$ cat src/rtl/matmul_result_serializer.sv
// Captures an M x N result matrix and streams it row-major, one element per ready_i cycle.
// First element one cycle after accept; ready_i low freezes outputs; back-to-back frames with no bubble.
module matmul_result_serializer #(
  parameter int M  = 2,
  parameter int N  = 2,
  parameter int DW = 32,
  localparam int RW = (M > 1) ? $clog2(M) : 1,
  localparam int CW = (N > 1) ? $clog2(N) : 1
) (
  input  logic                 clk_i,
  input  logic                 rst_i,
  input  logic signed [DW-1:0] D_i [M][N],
  input  logic                 valid_i,
  output logic                 ready_o,
  output logic signed [DW-1:0] data_o,
  output logic [RW-1:0]        row_o,
  output logic [CW-1:0]        col_o,
  output logic                 valid_o,
  output logic                 last_o,
  input  logic                 ready_i,
  output logic [15:0]          frame_cnt_o
);

  typedef enum logic {IDLE = 1'b0, STREAM = 1'b1} state_t;

  localparam logic [RW-1:0] ROW_LAST = RW'(M - 1);
  localparam logic [CW-1:0] COL_LAST = CW'(N - 1);

  state_t               state_q, state_d;
  logic signed [DW-1:0] buf_q [M][N];
  logic [RW-1:0]        row_q;
  logic [CW-1:0]        col_q;
  logic [15:0]          frame_cnt_q;
  logic                 at_last;
  logic                 accept;
  logic                 xfer;

  assign valid_o     = (state_q == STREAM);
  assign at_last     = (row_q == ROW_LAST) && (col_q == COL_LAST);
  assign last_o      = valid_o && at_last;
  // Only input-to-output path: a new frame may enter on the edge that drains the final element.
  assign ready_o     = !valid_o || (last_o && ready_i);
  assign accept      = valid_i && ready_o;
  assign xfer        = valid_o && ready_i;
  assign row_o       = row_q;
  assign col_o       = col_q;
  assign data_o      = valid_o ? buf_q[row_q][col_q] : '0;
  assign frame_cnt_o = frame_cnt_q;

  always_comb begin
    state_d = state_q;
    case (state_q)
      IDLE:    if (accept) state_d = STREAM;
      STREAM:  if (xfer && last_o && !accept) state_d = IDLE;
    endcase
  end

  always_ff @(posedge clk_i) begin
    if (rst_i) begin
      state_q     <= IDLE;
      row_q       <= '0;
      col_q       <= '0;
      frame_cnt_q <= '0;
    end else begin
      state_q <= state_d;
      if (xfer) begin
        if (at_last) begin
          row_q <= '0;
          col_q <= '0;
          if (frame_cnt_q != 16'hFFFF) frame_cnt_q <= frame_cnt_q + 16'd1;
        end else if (col_q == COL_LAST) begin
          col_q <= '0;
          row_q <= row_q + RW'(1);
        end else begin
          col_q <= col_q + CW'(1);
        end
      end
    end
  end

  // Indices always rest at (0,0) outside a frame, so an accept only needs to load the buffer.
  always_ff @(posedge clk_i) begin
    if (!rst_i && accept) buf_q <= D_i;
  end

endmodule

$ cat config.mk
export PLATFORM = sky130hd
export DESIGN_NAME = matmul_result_serializer
export DESIGN_NICKNAME = d
export VERILOG_FILES = /design/src/rtl/matmul_result_serializer.sv
export SDC_FILE = /design/constraint.sdc
export NUM_CORES = 1
export LEC_CHECK = 0
export ABC_AREA = 0
export BUFFER_PORTS_ARGS = -buffer_cell sky130_fd_sc_hd__buf_2
export CAP_MARGIN = 20
export CORE_MARGIN = 2
export CORE_UTILIZATION = 51
export CTS_CLUSTER_DIAMETER = 80
export DETAILED_ROUTE_END_ITERATION = 10
export GPL_ROUTABILITY_DRIVEN = 0
export PLACE_DENSITY = 0.87
export SYNTH_ARGS = -nofsm -noshare
export SYNTH_HDL_FRONTEND = slang
export SYNTH_SLANG_ARGS = --single-unit
export TNS_END_PERCENT = 1
$ cat constraint.sdc
create_clock -name clk_i -period 5.93 [get_ports clk_i]
set_clock_uncertainty 0.05 [all_clocks]
set_input_delay 0.2965 -clock clk_i [delete_from_list [all_inputs] [get_ports clk_i]]
set_output_delay 0.2965 -clock clk_i [all_outputs]
set_load 0.01 [all_outputs]
# After elaboration in Yosys (flattened, before gate mapping)
# Index checks and enable logic that the tools add are counted.
# totals
n_memories	0
rom_bits	0
ram_bits	0
latch_bits	0
ff_bits	147
# op_classes
bitwise	3
muxes	14
n_div	0
shift	0
n_eq_ne	1
order_cmp	2
multipliers	0
n_reduce_logical	15
n_addsub	3
# ops
operator	n
$mux 64	3
$mux 32	4
$add 16x1->16 const B	1
$ne 16x16->1 const B	1
$logic_and 1x1->1	8
$mux 1	6
$ge 2x2->1 const B	2
$not 1->2	2
$logic_not 1->1	3
$reduce_and 3->1	1
$add 1x1->1 const B	2
$pmux 1 s2	1
$reduce_and 2->1	1
$reduce_bool 2->1	1
$logic_or 1x1->1	1
$not 1->1	1

# Depth between registers and ports, before layout
# depth
depth_word	9
depth_mapped	7
ltp_nobuf	5

# Least setup slack after synthesis
# Ideal clock, no wire load.
# synth_timing
kind	flip-flop to flip-flop
start	reg row_q, in the netlist row_o
end	reg buf_q[0] (netlist name) (enable)
required_ns	5.377
path_buffers	3
path_stages_with_launch	7
arrival_time_ns	4.111
path_slack_ns	1.266
setup_time_ns	0.503
cell_sequence	dfxtp_1 > buf_6 > nand4_4 > buf_6 > clkbuf_1 > nand2_1 > and3b_1
# synth_via
elab_chain_len	6
# synth_rtl
item	line	source
start: declaration	31	logic [RW-1:0] row_q;
start signal: assignment	73	row_q <= row_q + RW'(1);
$logic_and 1x1->1	39	assign at_last = (row_q == ROW_LAST) && (col_q == COL_LAST);
$logic_and 1x1->1	40	assign last_o = valid_o && at_last;
$logic_and 1x1->1	42	assign ready_o = !valid_o || (last_o && ready_i);
$logic_or 1x1->1	42	
named net ready_o	14	output logic ready_o,
$logic_and 1x1->1	43	assign accept = valid_i && ready_o;
$logic_and 1x1->1	83	if (!rst_i && accept) buf_q <= D_i;
end signal: assignment	83	
end: declaration	30	logic signed [DW-1:0] buf_q [M][N];
# The timed path passes the listed nets, and every way through them passes these cells.
# A chain may end at the register's enable or synchronous reset.

# Worst setup path in the final report
# layout_timing
start	reg col_q, in the netlist col_o
end	reg buf_q[0] (netlist name) (enable)
# layout_via
elab_chain_len	6
# layout_rtl
item	line	source
start: declaration	32	logic [CW-1:0] col_q;
start signal: assignment	75	col_q <= col_q + CW'(1);
$logic_and 1x1->1	39	
$logic_and 1x1->1	40	
$logic_and 1x1->1	42	
$logic_or 1x1->1	42	
$logic_and 1x1->1	43	
$logic_and 1x1->1	83	
# Every way passes these cells.

==> results.py <==
metrics = {
    "run_status": {
        "status": "finished, final reports clean",
    },
    "die": {
        "num_rows": 39,
        "die-height_um": 111,
        "start_util_pct": 51.6,
        "dieWidth_um": 111,
        "ios": 185,
        "core-area_um2": 11300,
        "dieArea_um2": 12300,
    },
    "cells_and_area": {
        "final_cell_area_um2": 8230,
        "layout_commonest_cell": "buf_2",
        "syn2layout_area_growth_pct": 40.8,
        "final_cell_mix": "buf_2, edfxtp_1, dlygate4sd3_1, mux4_2, and2_1",
        "drive_above_1_share_pct": 43.5,
        "nNetsFinal": 724,
    },
    "detailed_routing": {
        "routed_wl_um": 13800,
        "drt_pass1_iterations": 4,
        "drc_errors": 0,
        "vias": 3927,
        "drt-vias-per-instance": 5.25,
        "drt.antenna.violating_nets": 0,
        "routedWlPerCell_um": 18.4,
        "drtIter0Drc": 198,
    },
    "place": {
        "hpwl_um": 7890,
        "placed_area_um2": 6890,
        "post-place-ws_ns": 2.81,
        "portBuffers": 184,
    },
    "setup_path": {
        "worstSetupPathType": "flip-flop to flip-flop",
        "crit_fanout": 56,
        "slowest_stage": "dfxtp_2",
        "crit_path_cell_trace": "nand4_4, nand2_1, and3b_4, buf_4",
        "cp.arrival_ns": 3.07,
        "r2r_setup_slack_ns": 2.85,
        "cp.required_ns": 5.92,
        "critPathLaunchType": "flip-flop",
        "end_kind": "flip-flop",
        "max_stage_delay_ns": 0.96,
    },
    "sta": {
        "timing.fmax_mhz": 325,
        "hold_violations": 0,
        "final-max-slew-violation-count": 0,
        "grt_setup_unrepaired": "no",
        "min_period_ns": 3.08,
        "max-slew-margin-rel_pct": 34.2,
        "tightest_slew_ns": 0.987,
        "post-route-period-util_pct": 52.0,
        "final.setup.tns_ns": 0,
        "setup_viol": 0,
        "setup_ws_ns": 2.85,
    },
    "clock_network": {
        "cts-buffers-inserted": 17,
        "cts-root-buf": "clkbuf_16",
        "clkTransAtPathRegs_ns": 0.07,
        "h-tree-depth": 4,
        "clockBufferDepth": 2,
        "cts_tree": "yes",
        "clock_latency_ns": 0.41,
        "cts.sinks": 147,
    },
    "logic_synthesis": {
        "synth_top_area_cell": "edfxtp_1",
        "ys_top_cells_by_area": "edfxtp_1, mux4_2, dfxtp_1, and2_1, mux2_2",
        "avgSynthCellArea_um2": 18.2,
        "synthesis.nets": 454,
        "postSynthCellCount": 321,
        "yosys.area.top_type_share_pct": 65.8,
        "ys_async_sr_fraction_pct": 0,
        "synth_edf_count": 128,
        "synth_ff_type": "edfxtp_1",
        "yosys_warnings": 0,
        "netlist_area_um2": 5840,
        "synth-seq-cells": 147,
        "ys_types": 39,
        "yosysSeqAreaShare_pct": 72.3,
    },
    "global_routing": {
        "grt_use_met3_pct": 4.54,
        "grt_use_met2_pct": 41.3,
        "grt_max_degree": 57,
        "use_met1_pct": 25.6,
        "grt_pass1_wl_um": 21200,
        "grt_pass1_vias": 4179,
        "antenna_found_initial": 1,
        "grt_overflow_total": 0,
        "globalRoute.busiestLayer": "met2",
        "groute.usage.overall_pct": 22.8,
    },
    "pwr": {
        "p_per_area_nw_per_um2": 285,
        "totalPowerFinal_mw": 2.34,
        "ir_worst_vdd_v": 0.000227,
        "leakagePower_nw": 3.16,
    },
    "worst_hold_path": {
        "hp-class": "input pin to flip-flop",
    },
    "run": {
        "drv_cap": 0,
    },
}
-- cells by family after synthesis --
logic type	synth area share, %
DFF	72.3
and+or+nand+nor	9.94
muxes	13.1
AOI/OAI and AO/OA	2.57
buffers and inverters	1.56
xor gates and xnor gates	0.300
adders and majority gates	0.214
-- per-stage QoR --
| stage | instances | util, % | hold WS (ns) |
|---|---|---|---|
| final | 748 | 72.7 | 0.00816 |
| after floorplan | 321 | - | 0.345 |
| after global placement | 635 | 60.9 | 0.423 |
| after global routing | 748 | 72.7 | 0.000500 |
| after detailed placement | 635 | 60.9 | 0.425 |
| after CTS | 743 | 72.3 | 0.0000214 |
-- path summary, 6_finish.rpt --
path / cells after the start / startpoint / to
worst max-delay path: 4 / col_o / buf_q[0]
worst min-delay path: 1 / D_i[81] / buf_q[81]
worst max register to register: 4 / col_o / buf_q[0]
worst min register to register: 1 / frame_cnt_o[12] / frame_cnt_o[12]
-- sequential cells by signal (all words and copies together), names as in the netlist --
signal,count
valid_o,1
buf_q,128
row_o,1
frame_cnt_o,16
col_o,1
-- synthesized netlist by cell type (2+ instances only) --
| cell type | n |
|---|---|
| and3b_1 | 3 |
| edfxtp_1 | 128 |
| or3_1 | 2 |
| o21ai_0 | 2 |
| or4_1 | 5 |
| mux4_2 | 32 |
| and3_1 | 3 |
| mux2_2 | 4 |
| a31oi_1 | 2 |
| nor2b_1 | 4 |
| nand4_1 | 3 |
| buf_2 | 4 |
| nor4_1 | 4 |
| dfxtp_1 | 19 |
| a21oi_1 | 8 |
| or3_4 | 2 |
| o31ai_1 | 5 |
| xor2_1 | 2 |
| nor3_1 | 5 |
| buf_6 | 2 |
| a311oi_1 | 2 |
| nor2_1 | 11 |
| nand3_1 | 7 |
| and2_1 | 32 |
| clkbuf_1 | 9 |
| nand2_1 | 8 |
-- layer usage --
| metal | vias to the layer above | routed length, um |
|---|---|---|
| met3 | 32 | 598 |
| met4 | 0 | 432 |
| met5 | - | 0 |
| met2 | 155 | 7590 |
| met1 | 1912 | 5150 |
| li1 | 1828 | - |
-- power by group --
group	switching, mW	internal, mW
clock network	0.435	0.540
registers	0.0173	1.17
logic	0.0753	0.108
total	0.528	1.81
-- area by class of cell --
type	instances	area, um2
clock inverters	14	105
diodes	1	2.50
inverters	1	3.75
fillers	699	3100
well taps	143	179
flip-flops and latches	147	4230
clock buffers	18	429
multi-input cells	156	1530
repair buffers	268	1750
-- timing repair --
item,4_1_cts,5_1_grt
hold buffers,76,3
buffers inserted,0,0
resized for setup,0,0
endpoints found under the hold margin,76,3
-- critical path, delay by kind of cell, from the launching register on --
kind | cells | cell delay, ns
AND/OR/NAND/NOR | 3 | 1.02
buffers and inverters | 1 | 0.63
flip-flops | 1 | 0.96
(Power assumes the default switching activity.)
